`src/rtl/set_pkg.sv`:
```
// Shared constants, widths and FSM encoding for the SET host controller.
package set_pkg;

    localparam logic [1:0] MODE_A   = 2'd0;
    localparam logic [1:0] MODE_AB  = 2'd1;
    localparam logic [1:0] MODE_XOR = 2'd2;
    localparam logic [1:0] MODE_3   = 2'd3;

    localparam int CENTRAL_W = 24;
    localparam int RADIUS_W  = 12;
    localparam int CAND_W    = 8;

    localparam logic [CAND_W-1:0] TIMEOUT_CODE = 8'hFF;

    typedef enum logic [2:0] {
        IDLE,
        ISSUE,
        ARM,
        WAIT,
        HOLD
    } state_t;

endpackage

```
`src/rtl/set_req_fifo.sv`:
```
// Synchronous request FIFO with registered full/empty flags and an occupancy count.
module set_req_fifo #(
    parameter int WIDTH = 42,
    parameter int DEPTH = 4
) (
    input  logic                   clk,
    input  logic                   rst,
    input  logic                   push,
    input  logic                   pop,
    input  logic [WIDTH-1:0]       wdata,
    output logic [WIDTH-1:0]       rdata,
    output logic [$clog2(DEPTH):0] count,
    output logic                   full,
    output logic                   empty
);

    localparam int PW = $clog2(DEPTH);
    localparam int CW = PW + 1;
    localparam logic [CW-1:0] FULL_COUNT = CW'(DEPTH);

    logic [WIDTH-1:0] mem [DEPTH];
    logic [PW-1:0]    wr_ptr;
    logic [PW-1:0]    rd_ptr;
    logic             do_push;
    logic             do_pop;
    logic [CW-1:0]    count_next;

    assign do_push    = push && !full;
    assign do_pop     = pop && (count != '0);
    assign count_next = count + CW'(do_push) - CW'(do_pop);
    assign rdata      = mem[rd_ptr];

    // full tracks the next count so no overflow push slips through; empty
    // follows the current count, so a fresh entry is seen one cycle later
    always_ff @(posedge clk or posedge rst) begin
        if (rst) begin
            wr_ptr <= '0;
            rd_ptr <= '0;
            count  <= '0;
            full   <= 1'b0;
            empty  <= 1'b1;
        end else begin
            if (do_push) wr_ptr <= wr_ptr + 1'b1;
            if (do_pop)  rd_ptr <= rd_ptr + 1'b1;
            count <= count_next;
            full  <= (count_next == FULL_COUNT);
            empty <= (count == '0);
        end
    end

    always_ff @(posedge clk) begin
        if (do_push) mem[wr_ptr] <= wdata;
    end

endmodule

```
`src/rtl/set_host_ctrl.sv`:
```
// Buffered job initiator for the SET engine: queues jobs, issues one at a time, returns tagged results.
// Optional macro SET_TIMEOUT_EN adds a WAIT-state watchdog that posts a timeout result.
module set_host_ctrl
    import set_pkg::*;
#(
    parameter int DEPTH   = 4,
    parameter int TAG_W   = 4,
    parameter int TIMEOUT = 1023
) (
    input  logic                 clk,
    input  logic                 rst,
    input  logic                 req_valid,
    output logic                 req_ready,
    input  logic [CENTRAL_W-1:0] req_central,
    input  logic [RADIUS_W-1:0]  req_radius,
    input  logic [1:0]           req_mode,
    input  logic [TAG_W-1:0]     req_tag,
    output logic                 set_en,
    output logic [CENTRAL_W-1:0] set_central,
    output logic [RADIUS_W-1:0]  set_radius,
    output logic [1:0]           set_mode,
    input  logic                 set_busy,
    input  logic                 set_valid,
    input  logic [CAND_W-1:0]    set_candidate,
    output logic                 res_valid,
    input  logic                 res_ready,
    output logic [CAND_W-1:0]    res_candidate,
    output logic [TAG_W-1:0]     res_tag,
    output logic                 res_timeout
);

    localparam int ENTRY_W = CENTRAL_W + RADIUS_W + 2 + TAG_W;

    state_t                 state;
    state_t                 state_next;
    logic [ENTRY_W-1:0]     head;
    logic [$clog2(DEPTH):0] fifo_count;
    logic                   fifo_full;
    logic                   fifo_empty;
    logic                   head_ok;
    logic                   pop;
    logic                   expired;
    logic [TAG_W-1:0]       job_tag;

    set_req_fifo #(
        .WIDTH (ENTRY_W),
        .DEPTH (DEPTH)
    ) u_fifo (
        .clk   (clk),
        .rst   (rst),
        .push  (req_valid),
        .pop   (pop),
        .wdata ({req_central, req_radius, req_mode, req_tag}),
        .rdata (head),
        .count (fifo_count),
        .full  (fifo_full),
        .empty (fifo_empty)
    );

    assign req_ready = !fifo_full;
    assign head_ok   = !fifo_empty && (fifo_count != '0);
    assign set_en    = (state == ISSUE);

`ifdef SET_TIMEOUT_EN
    localparam int TMR_W = $clog2(TIMEOUT + 1);
    logic [TMR_W-1:0] timer;

    always_ff @(posedge clk or posedge rst) begin
        if (rst) begin
            timer <= '0;
        end else if (state == ISSUE) begin
            timer <= '0;
        end else if (state == WAIT) begin
            timer <= timer + 1'b1;
        end
    end

    assign expired = (state == WAIT) && (timer == TMR_W'(TIMEOUT - 1));

    // A real result in the expiry cycle wins over the timeout
    always_ff @(posedge clk or posedge rst) begin
        if (rst) begin
            res_timeout <= 1'b0;
        end else if ((state == WAIT) && (set_valid || expired)) begin
            res_timeout <= !set_valid;
        end
    end
`else
    assign expired     = 1'b0;
    assign res_timeout = 1'b0;
`endif

    always_comb begin
        state_next = state;
        pop        = 1'b0;
        case (state)
            IDLE: begin
                if (head_ok && !set_busy && !res_valid) begin
                    pop        = 1'b1;
                    state_next = ISSUE;
                end
            end
            ISSUE:   state_next = ARM;
            ARM:     state_next = WAIT;
            WAIT:    if (set_valid || expired) state_next = HOLD;
            HOLD:    if (!set_busy) state_next = IDLE;
            default: state_next = IDLE;
        endcase
    end

    always_ff @(posedge clk or posedge rst) begin
        if (rst) state <= IDLE;
        else     state <= state_next;
    end

    // Operands are presented only for the ISSUE cycle and zero otherwise
    always_ff @(posedge clk or posedge rst) begin
        if (rst) begin
            set_central <= '0;
            set_radius  <= '0;
            set_mode    <= '0;
            job_tag     <= '0;
        end else if (pop) begin
            {set_central, set_radius, set_mode, job_tag} <= head;
        end else if (state == ISSUE) begin
            set_central <= '0;
            set_radius  <= '0;
            set_mode    <= '0;
        end
    end

    always_ff @(posedge clk or posedge rst) begin
        if (rst) begin
            res_valid     <= 1'b0;
            res_candidate <= '0;
            res_tag       <= '0;
        end else if ((state == WAIT) && (set_valid || expired)) begin
            res_valid     <= 1'b1;
            res_candidate <= set_valid ? set_candidate : TIMEOUT_CODE;
            res_tag       <= job_tag;
        end else if (res_valid && res_ready) begin
            res_valid <= 1'b0;
        end
    end

endmodule
```
`config.mk`:
```
export PLATFORM = sky130hd
export DESIGN_NAME = set_host_ctrl
export DESIGN_NICKNAME = d
export VERILOG_FILES = /design/src/rtl/set_pkg.sv /design/src/rtl/set_req_fifo.sv /design/src/rtl/set_host_ctrl.sv
export SDC_FILE = /design/constraint.sdc
export NUM_CORES = 1
export LEC_CHECK = 0
export ABC_AREA = 1
export BUFFER_PORTS_ARGS = -buffer_cell sky130_fd_sc_hd__clkbuf_2
export CORE_ASPECT_RATIO = 1.1
export CORE_MARGIN = 4
export CORE_UTILIZATION = 45
export DETAILED_ROUTE_END_ITERATION = 16
export GPL_ROUTABILITY_DRIVEN = 1
export PLACE_DENSITY_LB_ADDON = 0.3
export SLEW_MARGIN = 0
export SYNTH_ARGS = -nofsm -noshare
export SYNTH_HDL_FRONTEND = slang
export SYNTH_SLANG_ARGS = --single-unit
```
`constraint.sdc`:
```
create_clock -name clk -period 7.7 [get_ports clk]
set_input_delay 0.77 -clock clk [delete_from_list [all_inputs] [get_ports clk]]
set_output_delay 0.77 -clock clk [all_outputs]
set_load 0.1 [all_outputs]
```
== After elaboration in Yosys (flattened, before gate mapping) ==
Memories as Yosys holds them, arrays and structs flattened.
Index checks and enable logic that the tools add are counted.
Word-level totals
  bits of input ports: 56
  memories kept: 1
  flip-flop bits (word level): 67
  output and inout port bits: 54
  memory bits (writable): 168
Operators by class
  mux-type cells: 17
  equal/unequal tests: 8
  reduce and logical (&&, ||, !) cells: 17
  $add $sub $neg: 4
Memory list
  u_fifo.mem: depth 4, bits a word 42, rd ports 1, clocked after memory_dff 0, write ports 1, line set_req_fifo.sv:21  | logic [WIDTH-1:0] mem [DEPTH];
Operators by type and width (number)
  24-bit 2-to-1 mux: 2
  12-bit 2-to-1 mux: 2
  3-bit case mux with 5 select lines: 1
  3-bit 2-to-1 mux: 3
  8-bit 2-to-1 mux: 1
  1-bit logical AND: 7
  3-bit by 2-bit == test with 1-bit output (second input constant): 2
  3-bit == test (second input constant): 2
  3-bit zero test: 2
  1-bit 2-to-1 mux: 6
  2-bit inequality test (second input constant): 3
  2-bit by 1-bit adder with 2-bit output (second input constant): 2
  1-bit zero test: 4
  2-bit 2-to-1 mux: 2
  2-bit nonzero test: 2
  3-bit by 1-bit adder with 3-bit output: 1
  3-bit by 1-bit == test with 1-bit output (second input constant): 1
  3-bit AND reduction: 1
  3-bit nonzero test: 1
  3-bit by 1-bit subtractor with 3-bit output: 1

== Logic depth before layout (Yosys ltp) ==
  word-level depth: 9
  depth in mapped cells: 13

== Cells and area by module ==
A second synthesis with hierarchy kept.
Unflattened totals
  cell total of the unflattened synthesis: 824
  area, all modules: 9599.2 µm²
Modules (own cells, without submodules)
  set_req_fifo: sequential area each 5271.3 µm², times used 1, area each 7194.4 µm², cells an instance 552
  set_host_ctrl: sequential area each 1451.4 µm², times used 1, area each 2404.8 µm², cells an instance 272

== Least setup slack after synthesis ==
Ideal clock, no wire load.
  kind: register to register
  start point: register u_fifo.full
  end point: memory u_fifo.mem[0][0] (enable)
  cell stages (with the launch flop): 4
  data required time: 7.258 ns
  setup slack: 4.179 ns
  setup time: 0.442 ns
  period minus slack after synthesis: 3.521 ns
  arrival: 3.079 ns
  cell sequence: dfrtp_1 inv_1 nand2_1 nor2_1
Between the ends
  cells in the longest elaborated chain, start to end: 4
RTL lines
  from (decl): line set_req_fifo.sv:13  | output logic full,
  from (signal assigned): line set_req_fifo.sv:46  | full <= (count_next == FULL_COUNT);
  1-bit zero test
  net req_ready: line set_host_ctrl.sv:13  | output logic req_ready,
  1-bit logical AND: line set_req_fifo.sv:28  | assign do_push = push && !full;
  1-bit 2-to-1 mux: line set_req_fifo.sv:52  | if (do_push) mem[wr_ptr] <= wdata;
  1-bit 2-to-1 mux (implied by the code): line set_req_fifo.sv:52
  to (decl): line set_req_fifo.sv:21
The timed path passes the listed nets, and every way through them passes these cells.

== Worst setup path in the final report ==
  start point: register state[2]
  end point: output set_en
Between the ends
  cells in the longest elaborated chain, start to end: 1
RTL lines
  from (decl): line set_host_ctrl.sv:34  | state_t state;
  from (signal assigned): line set_host_ctrl.sv:113  | else state <= state_next;
  3-bit by 1-bit == test with 1-bit output: line set_host_ctrl.sv:62  | assign set_en = (state == ISSUE);
  to (decl): line set_host_ctrl.sv:18  | output logic set_en,
Every way passes these cells.

==> metrics.txt <==
# TYPE chip_impl_metric gauge
chip_impl_metric{name="final-max-slew-violation-count",unit=""} 0
chip_impl_metric{name="insertedDiodeCount",unit=""} 0
chip_impl_metric{name="dieArea",unit="sq um"} 23270
chip_impl_metric{name="final.setup.tns",unit="ps"} 0
chip_impl_metric{name="antenna_found_initial",unit=""} 2
chip_impl_metric{name="track_usage",unit="%"} 15.15
chip_impl_metric{name="power.density",unit="nW/um^2"} 416.4
chip_impl_metric{name="max-cap-violations",unit=""} 0
chip_impl_metric{name="placed_cells_incl_taps",unit=""} 1139
chip_impl_metric{name="route.vias.total",unit=""} 5853
chip_impl_metric{name="worstPathRequired",unit="ps"} 6930
chip_impl_info{name="setup.worst_path.start_class",value="flop"} 1
chip_impl_metric{name="detailedRoute.firstIterationViolations",unit=""} 306
chip_impl_metric{name="floorplan.rows",unit=""} 55
chip_impl_metric{name="floorplan.initialDensity",unit="%"} 45.70
chip_impl_info{name="unrepaired_setup_endpoints_after_global_routing",value="no"} 1
chip_impl_metric{name="synth_seq_cells",unit=""} 235
chip_impl_metric{name="post_drt_wl_per_cell",unit="um"} 15.21
chip_impl_metric{name="drt_pre_antenna_iters",unit=""} 4
chip_impl_metric{name="layout_area_growth_over_synthesis",unit="%"} 14.93
chip_impl_metric{name="final_design_area_no_fill",unit="sq um"} 10810
chip_impl_info{name="crit_path_end_kind",value="primary output"} 1
chip_impl_metric{name="seq_area_frac_synth",unit="%"} 71.50
chip_impl_metric{name="critical_path_arrival",unit="ps"} 2480
chip_impl_metric{name="hpwlAfterDp",unit="um"} 10280
chip_impl_metric{name="finish.utilization",unit="%"} 52.52
chip_impl_metric{name="synth.yosys.warnings",unit=""} 0
chip_impl_metric{name="worstMarginPinSlew",unit="ps"} 1034
chip_impl_metric{name="layout_min_cycle_time",unit="ps"} 3254
chip_impl_metric{name="fillerInstances",unit=""} 1784
chip_impl_metric{name="synth_cell_types",unit=""} 28
chip_impl_metric{name="latest_clock_arrival_within_the_worst_skew_pair",unit="ps"} 500
chip_impl_info{name="cts_tree",value="built"} 1
chip_impl_info{name="hold_path_class",value="in -> reg"} 1
chip_impl_metric{name="design.core.area",unit="sq um"} 20580
chip_impl_info{name="dominantRegCellSynth",value="sky130_fd_sc_hd__edfxtp_1"} 1
chip_impl_metric{name="drt-vias-per-instance",unit=""} 4.956
chip_impl_metric{name="netlist_area",unit="sq um"} 9403
chip_impl_metric{name="place.port_buffers",unit=""} 108
chip_impl_metric{name="final-hold-violation-count",unit=""} 0
chip_impl_metric{name="gr_ovfl_total",unit=""} 0
chip_impl_metric{name="cts-htree-levels",unit=""} 1
chip_impl_metric{name="final_cycle_share",unit="%"} 42.26
chip_impl_metric{name="max_slew_margin",unit="%"} 30.95
chip_impl_metric{name="finalWeightedCongestion",unit=""} 0.7080
chip_impl_metric{name="synthesis.area_per_instance",unit="sq um"} 11.58
chip_impl_metric{name="tritoncts_buffers",unit=""} 23
chip_impl_metric{name="clk_transition_reported_paths",unit="ps"} 60
chip_impl_info{name="critical_path_class",value="reg -> out"} 1
chip_impl_metric{name="buffers_inserted_during_post_cts_setup_optimization",unit=""} 0
chip_impl_metric{name="post_synth_net_total",unit=""} 875
chip_impl_metric{name="layout.area.seq",unit="sq um"} 6726
chip_impl_metric{name="dr_drc_count",unit=""} 0
chip_impl_metric{name="first_global_vias",unit=""} 5730
chip_impl_metric{name="postSynthCellCount",unit=""} 812
chip_impl_info{name="run_status",value="finished clean"} 1
chip_impl_metric{name="power.ir.vdd_worst",unit="uV"} 195.0
chip_impl_info{name="clock_tree.root_cell",value="sky130_fd_sc_hd__clkbuf_16"} 1
chip_impl_metric{name="post_layout_nonfiller_instances",unit=""} 1181
chip_impl_metric{name="multi_input_area",unit="sq um"} 2200
chip_impl_metric{name="pin_count",unit=""} 110
chip_impl_metric{name="crit_path_max_fanout",unit=""} 39
chip_impl_metric{name="number_of_clock_sinks",unit=""} 235
chip_impl_metric{name="cts.hold.buffers_added",unit=""} 0
chip_impl_metric{name="post_route_skew",unit="ps"} 22.76
chip_impl_metric{name="leakage",unit="nW"} 4.679
chip_impl_metric{name="cts_resized",unit=""} 0
chip_impl_metric{name="finalWirelength",unit="um"} 17970
chip_impl_metric{name="die_width",unit="um"} 145.8
chip_impl_metric{name="max_freq",unit="GHz"} 0.3073
chip_impl_metric{name="async_reset_ff_share",unit="%"} 28.51
chip_impl_metric{name="grt_first_pass_wirelength",unit="um"} 28890
chip_impl_metric{name="synth-edff-count",unit=""} 168
chip_impl_metric{name="cts-root-to-sink-buffers",unit=""} 3
chip_impl_metric{name="setup_viol",unit=""} 0
chip_impl_metric{name="final_layout_size_suffix_gt1_share",unit="%"} 18.16
chip_impl_metric{name="placedInstanceArea",unit="sq um"} 10080
chip_impl_metric{name="fin_nets",unit=""} 971
chip_impl_metric{name="ant_nets",unit=""} 0
chip_impl_metric{name="dieHeight",unit="um"} 159.6
chip_impl_metric{name="grt_start_max_net_pins",unit=""} 68
[power by group]
| part | total [mW] | switching, mW | internal (mW) | leakage [nW] |
|---|---|---|---|---|
| combinational | 1.63 | 1.28 | 0.351 | 1.92 |
| sequential | 1.81 | 0.146 | 1.66 | 2.41 |
| clock | 1.06 | 0.436 | 0.624 | 0.346 |
[path summary, 6_finish.rpt]
check,start,end,slack (ps),cells past startpoint
max reg2reg,state[0]$_DFFE_PP0P_,u_fifo.full$_DFF_PP0_,4840,11
max,state[2]$_DFFE_PP0P_,set_en,4450,4
min,res_ready,res_valid$_DFFE_PP0P_,460,2
min reg2reg,res_tag[3]$_DFFE_PP0P_,res_tag[3]$_DFFE_PP0P_,470,2
max in group asynchronous,rst,u_fifo.rd_ptr[0]$_DFFE_PP0P_,6500,3
min in group asynchronous,rst,res_valid$_DFFE_PP0P_,520,3
[flip-flops by register name (all words and copies together) (netlist names), 2 cells and up]
signal and count:
job_tag 4, res_candidate 8, res_tag 4, set_central 24
set_mode 2, set_radius 12, state 3, u_fifo.count 3
u_fifo.mem 168, u_fifo.rd_ptr 2, u_fifo.wr_ptr 2
[through the flow]
stage                     worst slack, ps  total power [mW]  hold slack, ps
after CTS                            4413             4.551           458.1
final                                4446             4.500           462.4
after global routing                 4296             4.765           465.1
after global placement               4504             3.459           454.2
after detailed placement             4431             3.487           458.1
after floorplan                      4179             3.183           449.5
[placed cells by master, fill, tap and decap left out, types with 23 or more instances in the layout]
master                      synthesis  routed
sky130_fd_sc_hd__dfrtp_1           66      65
sky130_fd_sc_hd__edfxtp_1         168     168
sky130_fd_sc_hd__clkbuf_2           2     108
sky130_fd_sc_hd__o211ai_1          38      38
sky130_fd_sc_hd__nor2_1            98      94
sky130_fd_sc_hd__nand3_1           52      52
sky130_fd_sc_hd__nand2_1          210     210
sky130_fd_sc_hd__clkbuf_16          0      23
sky130_fd_sc_hd__inv_1             58      57
sky130_fd_sc_hd__o21ai_0           41      41
[kinds of logic after synthesis]
family,share of synthesized area [%]
AO/OA/AOI/OAI,5.748
XOR/XNOR,0.2795
adder cells (fa/ha/maj),1.011
buffers and inverters,5.429
flip-flops,71.50
other,0.03988
AND/OR/NAND/NOR,15.99
[layout make-up]
type                            instances  share of cell area [%]
Sequential cell                       235                   62.24
Multi-Input combinational cell        469                   20.35
Clock buffer                           34                   6.079
Timing Repair Buffer                  115                   5.488
Tap cell                              256                   2.964
Inverter                               64                   2.235
Clock inverter                          8                  0.6368
[worst max-delay path, cell delays in order (launching register included)]
cell and delay (ps):
sky130_fd_sc_hd__dfrtp_1 480, sky130_fd_sc_hd__inv_2 100, sky130_fd_sc_hd__nand3_2 700, sky130_fd_sc_hd__inv_1 200, sky130_fd_sc_hd__clkbuf_2 480
[cell usage after synthesis (6+ instances only)]
master / instances / area, sq um
sky130_fd_sc_hd__dfrtp_1: 66 / 1652
sky130_fd_sc_hd__nand3_1: 52 / 260.3
sky130_fd_sc_hd__buf_2: 28 / 140.1
sky130_fd_sc_hd__inv_1: 58 / 217.7
sky130_fd_sc_hd__buf_6: 7 / 78.83
sky130_fd_sc_hd__nor2_1: 98 / 367.9
sky130_fd_sc_hd__ha_1: 6 / 75.07
sky130_fd_sc_hd__o21ai_1: 9 / 45.04
sky130_fd_sc_hd__o211ai_1: 38 / 285.3
sky130_fd_sc_hd__inv_2: 6 / 22.52
sky130_fd_sc_hd__o21ai_0: 41 / 205.2
sky130_fd_sc_hd__edfxtp_1: 168 / 5045
sky130_fd_sc_hd__nand2_1: 210 / 788.3
[per-layer routing]
layer	track usage (%)	vias up	part of all wire [%]
li1	-	2900	-
met1	19.64	2809	45
met2	25.66	114	48
met3	3.302	26	5.5
met4	4.620	4	2.0
met5	0	-	0.15
Power figures use the tool's default switching activity.
